File: config.mk
export PLATFORM = sky130hd
export DESIGN_NAME = tt_um_micro_gfg_development_pdm_dec_flat
export DESIGN_NICKNAME = d
export VERILOG_FILES = /design/src/rtl/pdm_dec_pkg.sv /design/src/rtl/pdm_dec_if.sv /design/src/rtl/pdm_dec_cic.sv /design/src/rtl/tt_um_micro_gfg_development_pdm_dec.sv /design/src/flat_wrapper.sv
export SDC_FILE = /design/constraint.sdc
export NUM_CORES = 1
export LEC_CHECK = 0
export CAP_MARGIN = 10
export CORE_MARGIN = 1
export CORE_UTILIZATION = 60
export DETAILED_ROUTE_END_ITERATION = 12
export PLACE_DENSITY = 0.8
export SYNTH_ARGS = -nofsm -noshare
export SYNTH_HDL_FRONTEND = slang
export SYNTH_SLANG_ARGS = --single-unit
File: constraint.sdc
create_clock -name clk -period 5 [get_ports clk]
set_clock_uncertainty 0.05 [all_clocks]
set_input_delay 0.5 -clock clk [delete_from_list [all_inputs] [get_ports clk]]
set_output_delay 0.5 -clock clk [all_outputs]
set_load 0.05 [all_outputs]
File: src/rtl/pdm_dec_pkg.sv
// Shared constants and helpers for the PDM decimator.
// PDM_DEC_ORDER2_EN selects a 2nd-order CIC; otherwise 1st order.
package pdm_dec_pkg;

`ifdef PDM_DEC_ORDER2_EN
   localparam int unsigned N = 2;
`else
   localparam int unsigned N = 1;
`endif
   localparam int unsigned W = 6 * N + 1;

   typedef logic [W-1:0] acc_t;

   function automatic logic [2:0] dec_sel_to_k(input logic [1:0] dec_sel);
      return 3'(dec_sel) + 3'd3;
   endfunction

   // Centre y around zero, normalise to 7 bits, then clamp.
   function automatic logic [6:0] scale_sat(input acc_t y, input logic [2:0] k);
      int nk;
      int s;
      nk = int'(N) * int'(k);
      s  = int'(y) - (32'sd1 <<< (nk - 1));
      if (nk < 7) begin
         s = s <<< (7 - nk);
      end else begin
         s = s >>> (nk - 7);
      end
      if (s > 63) begin
         s = 63;
      end else if (s < -64) begin
         s = -64;
      end
      return s[6:0];
   endfunction

endpackage

File: src/rtl/pdm_dec_if.sv
// Pin bundle of the PDM decimator tile (dedicated inputs/outputs only).
// Same shape whether or not PDM_DEC_ORDER2_EN is defined.
interface pdm_dec_if;
   logic [7:0] ui_in;
   logic [7:0] uo_out;

   modport master (output ui_in, input uo_out);
   modport slave (input ui_in, output uo_out);
endinterface

File: src/rtl/pdm_dec_cic.sv
// CIC integrators, frame counter and comb stage; y is valid while tick is high.
// PDM_DEC_ORDER2_EN adds the second integrator/comb pair.
module pdm_dec_cic
   import pdm_dec_pkg::*;
(
   input  logic       clk,
   input  logic       rst_n,
   input  logic       pdm_in,
   input  logic       en,
   input  logic [1:0] dec_sel,
   output acc_t       y,
   output logic       tick,
   output logic [1:0] frame_sel
);

   logic [5:0] cnt_q;
   logic [5:0] cnt_last;
   logic [1:0] sel_q;
   logic [1:0] frame_sel_q;
   logic       tick_q;
   logic       frame_end;
   acc_t       i1_q;
   acc_t       d1_q;
   acc_t       c1;

   assign cnt_last  = 6'h3f >> (2'd3 - sel_q);
   assign frame_end = en && (cnt_q == cnt_last);

`ifdef PDM_DEC_ORDER2_EN
   acc_t i2_q;
   acc_t d2_q;
   acc_t c2;

   assign c1 = i2_q - d1_q;
   assign c2 = c1 - d2_q;
   assign y  = c2;
`else
   assign c1 = i1_q - d1_q;
   assign y  = c1;
`endif

   always_ff @(posedge clk or negedge rst_n) begin
      if (!rst_n) begin
         cnt_q       <= '0;
         sel_q       <= '0;
         frame_sel_q <= '0;
         tick_q      <= 1'b0;
         i1_q        <= '0;
         d1_q        <= '0;
`ifdef PDM_DEC_ORDER2_EN
         i2_q        <= '0;
         d2_q        <= '0;
`endif
      end else begin
         tick_q <= frame_end;
         if (en) begin
            i1_q <= i1_q + acc_t'(pdm_in);
`ifdef PDM_DEC_ORDER2_EN
            i2_q <= i2_q + i1_q;
`endif
            cnt_q <= frame_end ? 6'd0 : cnt_q + 6'd1;
         end
         // The ratio used for scaling must be the one the finished frame ran at.
         if (frame_end) begin
            frame_sel_q <= sel_q;
            sel_q       <= dec_sel;
         end
         if (tick_q) begin
`ifdef PDM_DEC_ORDER2_EN
            d1_q <= i2_q;
            d2_q <= c1;
`else
            d1_q <= i1_q;
`endif
         end
      end
   end

   assign tick      = tick_q;
   assign frame_sel = frame_sel_q;

endmodule

File: src/rtl/tt_um_micro_gfg_development_pdm_dec.sv
// PDM demodulator tile: pin mapping, output scaling and the sample/valid registers.
// Build with PDM_DEC_ORDER2_EN for the 2nd-order CIC.
module tt_um_micro_gfg_development_pdm_dec
   import pdm_dec_pkg::*;
(
   input  logic clk,
   input  logic rst_n,
   pdm_dec_if.slave bus
);

   acc_t       y;
   logic       tick;
   logic [1:0] frame_sel;
   logic [6:0] sample_q;
   logic       valid_q;
   logic       unused_ui;

   assign unused_ui = ^bus.ui_in[7:4];

   pdm_dec_cic u_cic (
      .clk       (clk),
      .rst_n     (rst_n),
      .pdm_in    (bus.ui_in[0]),
      .en        (bus.ui_in[3]),
      .dec_sel   (bus.ui_in[2:1]),
      .y         (y),
      .tick      (tick),
      .frame_sel (frame_sel)
   );

   always_ff @(posedge clk or negedge rst_n) begin
      if (!rst_n) begin
         sample_q <= '0;
         valid_q  <= 1'b0;
      end else begin
         valid_q <= tick;
         if (tick) begin
            sample_q <= scale_sat(y, dec_sel_to_k(frame_sel));
         end
      end
   end

   assign bus.uo_out = {valid_q, sample_q};

endmodule

File: src/flat_wrapper.sv
// flat-port wrapper written by rule: the top's interface ports become plain ports
module tt_um_micro_gfg_development_pdm_dec_flat import pdm_dec_pkg::*;
  (clk, rst_n, bus_ui_in, bus_uo_out);
  pdm_dec_if bus_i ();
  input  logic clk;
  input  logic rst_n;
  input wire logic [$bits(bus_i.ui_in)-1:0] bus_ui_in;
  output wire logic [$bits(bus_i.uo_out)-1:0] bus_uo_out;
  assign bus_i.ui_in = bus_ui_in;
  assign bus_uo_out = bus_i.uo_out;
  tt_um_micro_gfg_development_pdm_dec u_core (.clk(clk), .rst_n(rst_n), .bus(bus_i));
endmodule
Word-level counts from Yosys, hierarchy flattened
Cells that the tools add are included.
{"block": "totals", "elab_cells": 31, "regBits": 33, "out_inout_bits": 8, "romBits": 0, "input_bits": 10, "latch_bits": 0, "mem_count": 0, "mem_bits_rw": 0}
{"block": "classes", "shift": 4, "n_div": 0, "n_bitwise": 0, "mux": 5, "magnitude_cmp": 3, "n_eq_ne": 1, "add_sub_neg": 9, "n_mul": 0, "n_reduce_logical": 1}
{"cell": "32-bit two-way mux", "n": 2}
{"cell": "32-bit by 7-bit greater-than comparator with 1-bit output, second input constant", "n": 1}
{"cell": "32-bit by 7-bit < comparator with 1-bit output, second input constant", "n": 1}
{"cell": "2-bit by 32-bit <<< shifter with 32-bit output, first input constant", "n": 1}
{"cell": "32-bit by 32-bit <<< shifter with 32-bit output", "n": 1}
{"cell": "32-bit by 32-bit >>> shifter with 32-bit output", "n": 1}
{"cell": "8-bit by 32-bit subtractor with 32-bit output", "n": 1}
{"cell": "7-bit two-way mux", "n": 2}
{"cell": "7-bit by 1-bit adder with 7-bit output", "n": 1}
{"cell": "7-bit subtractor", "n": 1}
{"cell": "6-bit by 1-bit adder with 6-bit output, second input constant", "n": 1}
{"cell": "6-bit equality test", "n": 1}
{"cell": "6-bit two-way mux", "n": 1}
{"cell": "6-bit by 2-bit >> shifter with 6-bit output, first input constant", "n": 1}
{"cell": "3-bit by 1-bit subtractor with 4-bit output, second input constant", "n": 1}
{"cell": "3-bit by 3-bit subtractor with 4-bit output, first input constant", "n": 1}
{"cell": "3-bit by 3-bit subtractor with 4-bit output, second input constant", "n": 1}
{"cell": "2-bit by 2-bit adder with 3-bit output, second input constant", "n": 1}
{"cell": "3-bit < comparator, second input constant", "n": 1}
{"cell": "2-bit subtractor, first input constant", "n": 1}
{"cell": "1-bit logical AND", "n": 1}

Logic depth before layout (Yosys ltp)
Gate-level depths: netlist of run 1.
{"block": "logic_depth", "depth_word": 10, "mapped_depth": 20, "depth_no_buf": 19}

Modules after synthesis
A second synthesis of run 1 with hierarchy kept.
{"block": "hier_totals", "cells_unflattened": 396, "area_unflattened_um2": 3241.9}
{"module": "tt_um_micro_gfg_development_pdm_dec", "area_each_um2": 1921.8, "seq_area_each_um2": 200.2, "cells_each": 272, "n_inst": 1}
{"module": "pdm_dec_cic", "area_each_um2": 1320.0, "seq_area_each_um2": 625.6, "cells_each": 124, "n_inst": 1}

Least setup slack after synthesis of run 1
Ideal clock, no wire load.
{"block": "synth_path", "path_type": "flip-flop to flip-flop", "startpoint": "register u_core.u_cic.frame_sel_q[0], in the netlist u_core.u_cic.frame_sel[0]", "endpoint": "register u_core.sample_q[0]", "required_time_ps": 4820, "setup_ps": 130, "slack_ps": 502, "stages_incl_launch_ff": 20, "synth_period_minus_slack_ps": 4498, "path_buffers": 3, "t_arrival_ps": 4318, "path_cell_list": "dfrtp_1 inv_1 clkbuf_1 clkbuf_1 ha_1 buf_4 nand3_1 and3_1 ha_1 inv_1 fa_1 a211oi_2 nor4_1 nand4b_1 nor3_1 o31ai_1 a2bb2oi_1 nand3_1 o21ai_2 o22ai_1"}
{"block": "synth_via", "elab_chain_cells": 10, "elab_cells_between_ends": 15, "cone_classes": "add/sub: 5; order compare: 3; shift: 3; mux: 4"}
{"item": "start, declared", "line_no": "pdm_dec_cic.sv:19", "source": "logic [1:0] frame_sel_q;"}
{"item": "start signal, assigned", "line_no": "pdm_dec_cic.sv:65", "source": "frame_sel_q <= sel_q;"}
{"item": "2-bit by 2-bit adder with 3-bit output (*)", "line_no": "pdm_dec_pkg.sv:15", "source": "return 3'(dec_sel) + 3'd3;"}
{"item": "3-bit by 1-bit subtractor with 4-bit output", "line_no": "pdm_dec_pkg.sv:23", "source": "s = int'(y) - (32'sd1 <<< (nk - 1));"}
{"item": "2-bit by 32-bit <<< shifter with 32-bit output", "line_no": "pdm_dec_pkg.sv:23"}
{"item": "8-bit by 32-bit subtractor with 32-bit output", "line_no": "pdm_dec_pkg.sv:23"}
{"item": "32-bit by 32-bit >>> shifter with 32-bit output / 32-bit by 32-bit <<< shifter with 32-bit output (equally long branches)", "line_no": "pdm_dec_pkg.sv:27, pdm_dec_pkg.sv:25"}
{"item": "32-bit two-way mux (*)", "line_no": "pdm_dec_pkg.sv:24", "source": "if (nk < 7) begin"}
{"item": "32-bit two-way mux (*)", "line_no": "tt_um_micro_gfg_development_pdm_dec.sv:37", "source": "if (tick) begin"}
{"item": "32-bit by 7-bit < comparator with 1-bit output", "line_no": "pdm_dec_pkg.sv:31", "source": "end else if (s < -64) begin"}
{"item": "7-bit two-way mux", "line_no": "pdm_dec_pkg.sv:31"}
{"item": "7-bit two-way mux (*)", "line_no": "pdm_dec_pkg.sv:29", "source": "if (s > 63) begin"}
{"item": "end signal, assigned", "line_no": "tt_um_micro_gfg_development_pdm_dec.sv:38", "source": "sample_q <= scale_sat(y, dec_sel_to_k(frame_sel));"}
{"item": "end, declared", "line_no": "tt_um_micro_gfg_development_pdm_dec.sv:14", "source": "logic [6:0] sample_q;"}
Mark *: on every way between the ends. The rest lies on a longest branch, timed or not. The select of a mux whose other input is x is not followed.
A chain may end at the register's enable or synchronous reset.

Worst setup path after layout of run 1
{"block": "layout_path", "startpoint": "register u_core.u_cic.frame_sel_q[1], in the netlist u_core.u_cic.frame_sel[1]", "endpoint": "register u_core.sample_q[3]"}
Same word-level chain as after synthesis.

==> impl_metrics.yaml, run 1 <==
clock_network:
  clk_pin_slew_ns: 0.08
  cts_hold_buf: 0
  clk-insertion-delay-late_ns: 0.29
  htree_levels: 2
  cts_tree: "built"
  clock-sinks: 33
  clockBufferDepth: 2
  cts_resized: 0
  cts_root_buffer: "clkbuf_8"
  cts_buffers: 5
  cts_setup_buffers: 0
detailed_routing:
  vias_per_cell: 6.39
  dr.pass1.iters: 5
  wl_per_cell_um: 16.1
  wirelength_mm: 7.56
  drt_iter0_drc: 277
  drc: 0
  vias: 2996
  ant_nets: 0
sta:
  setup_viol: 0
  fin_tns_setup_ns: 0
  setup_slack_ns: 0.411
  hold_viol: 0
  slew_headroom_pct: 50.1
  min_period_ns: 4.59
  rsz0062_at_grt: "no"
  max_freq_mhz: 218
  final-max-slew-violation-count: 0
  tightest_slew_ns: 0.748
  period_share_pct: 91.8
logic_synthesis:
  async_reset_ff_share_pct: 100
  synthTopCellsByCount: "nand2_1, nor2_1, dfrtp_1, o21ai_0, ha_1"
  synth_edf_count: 0
  synth_top_area_share_pct: 25.9
  syn_inst: 391
  netlist_area_mm2: 0.00319
  yosys-top-cells-area: "dfrtp_1, ha_1, o21ai_0, nand2_1, nor2_1"
  synthDistinctLibCells: 68
  ys_ff_latch: 33
  ys_seq_area_share_pct: 25.9
  yosys_warnings: 0
  netlist.top_cell.by_area: "dfrtp_1"
  synth_nets: 429
  avgSynthCellArea_um2: 8.16
  yosysMostFrequentCell: "nand2_1"
  synth-main-ff-cell: "dfrtp_1"
place:
  place_inst: 461
  dp_hpwl_mm: 5.54
  preCtsSetupSlack_ns: 0.543
  place.gp.congestion: 0.923
  io_buffers: 13
die:
  die_width_um: 74.9
  die_y_um: 74.9
  start_util_pct: 62.4
  io_pins: 18
  rows: 26
  die-area_mm2: 0.00561
  core_mm2: 0.00511
finish:
  antenna_cells: 0
  layout-drive-gt1-share_pct: 8.77
  fin_nets: 436
  area_growth_pct: 9.14
  post-route-util_pct: 68.2
  layout.cells.non_filler: 469
global_routing:
  grt_pass1_wl_mm: 12.4
  antenna_found_initial: 0
  grt-ovfl-total: 0
  track_usage_pct: 29.5
  grt_pass1_vias: 2704
  grt_max_degree: 34
critical_path:
  end_kind: "flop"
  reg2reg_slack_ns: 0.41
  arrival_ns: 4.75
  worstSetupPathType: "flop to flop"
  start_kind: "flop"
  cp_max_fo: 9
  required_ns: 5.16
status:
  status: "finished, final reports clean"
run:
  maxCapViolations: 0
hold_path:
  hold_path.class: "flop to flop"
-- critical path, cell delays in order, from the launching register on --
cell	delay, ns
dfrtp_1	0.45
inv_1	0.13
ha_1	0.31
nand3_1	0.23
and3_1	0.20
ha_1	0.18
inv_1	0.06
fa_1	0.42
a211oi_2	0.42
o21ai_0	0.32
nand2_1	0.39
a21oi_1	0.12
a22oi_1	0.26
o211ai_1	0.14
a21oi_1	0.45
nand4_1	0.15
a31oi_1	0.21
-- worst paths after layout --
path                                                       start  depth (start not counted)                                to
max in group asynchronous                                  rst_n                          2  u_core.u_cic.d1_q[6]$_DFFE_PN0P_
hold reg to reg                 u_core.u_cic.i1_q[6]$_DFFE_PN0P_                          1  u_core.u_cic.i1_q[6]$_DFFE_PN0P_
setup reg to reg           u_core.u_cic.frame_sel[1]$_DFFE_PN0P_                         16    u_core.sample_q[3]$_DFFE_PN0P_
setup / recovery           u_core.u_cic.frame_sel[1]$_DFFE_PN0P_                         16    u_core.sample_q[3]$_DFFE_PN0P_
hold / removal                  u_core.u_cic.i1_q[6]$_DFFE_PN0P_                          1  u_core.u_cic.i1_q[6]$_DFFE_PN0P_
min in group asynchronous                                  rst_n                          2    u_core.sample_q[4]$_DFFE_PN0P_
-- final cells by class --
class                      instances  area (µm²)
multi-input combinational        315        2190
fill                             429        1630
sequential                        33         826
timing repair buffer              19         175
inverter                          24        90.1
tap                               70        87.6
clock buffer                       5        68.8
clock inverter                     3        46.3
-- cells by family (layout without fill, tap and decap cells) --
family	after synthesis	count (layout)	synth area share, %
muxes	14	14	5.41
adders and majority gates	28	28	11.5
AOI/OAI and AO/OA	117	117	26.0
DFF	33	33	25.9
xor gates and xnor gates	18	18	4.94
buffers and inverters	43	51	5.53
and+or+nand+nor	138	138	20.8
-- per-stage QoR --
stage	hold slack [ns]	cell area [µm²]
global placement	0.440	3370
detailed placement	0.456	3370
floorplan	0.154	3190
CTS	0.468	3480
global route	0.490	3480
finish	0.468	3480
-- placed cells by master (no fill, tap or decap), drive strengths merged, types with 5 or more instances in the layout --
| cell type | synthesis | routed |
|---|---|---|
| o21ai | 35 | 35 |
| inv | 23 | 23 |
| a31oi | 8 | 8 |
| nor2 | 39 | 39 |
| nand2 | 41 | 41 |
| clkdlybuf4s50 | 0 | 13 |
| mux2i | 6 | 6 |
| buf | 9 | 6 |
| a211oi | 8 | 8 |
| and3 | 5 | 5 |
| clkbuf | 10 | 5 |
| o22ai | 5 | 5 |
| a21o | 5 | 5 |
| xor2 | 7 | 7 |
| mux2 | 6 | 6 |
| a21oi | 22 | 22 |
| nand3 | 11 | 11 |
| nand4 | 6 | 6 |
| nor3 | 11 | 11 |
| dfrtp | 33 | 33 |
| and2 | 5 | 5 |
| xnor2 | 11 | 11 |
| ha | 26 | 26 |
-- sequential cells by signal, summed over array words and instances, names as in the netlist --
signal / cells
u_core.u_cic.frame_sel: 2
u_core.valid_q: 1
u_core.u_cic.d1_q: 7
u_core.u_cic.cnt_q: 6
u_core.u_cic.i1_q: 7
u_core.sample_q: 7
u_core.u_cic.tick: 1
u_core.u_cic.sel_q: 2
-- routing by layer --
layer / wire length, µm / track usage, %
met1: 3300 / 38.0
met2: 3650 / 48.6
met3: 467 / 5.89
met4: 152 / 11.7
met5: 0 / 0
Power of run 1 is not shown: default switching activity piles up to over one toggle a cycle in this logic, so the estimate is an artifact.
==> run 2, diff against run 1 <==
Settings changed: CAP_MARGIN 10 to not set.
==> results of run 2 <==
No change in the layout: final DEF, timing and power equal those of run 1.
Power of run 2 is left out for the same reason.
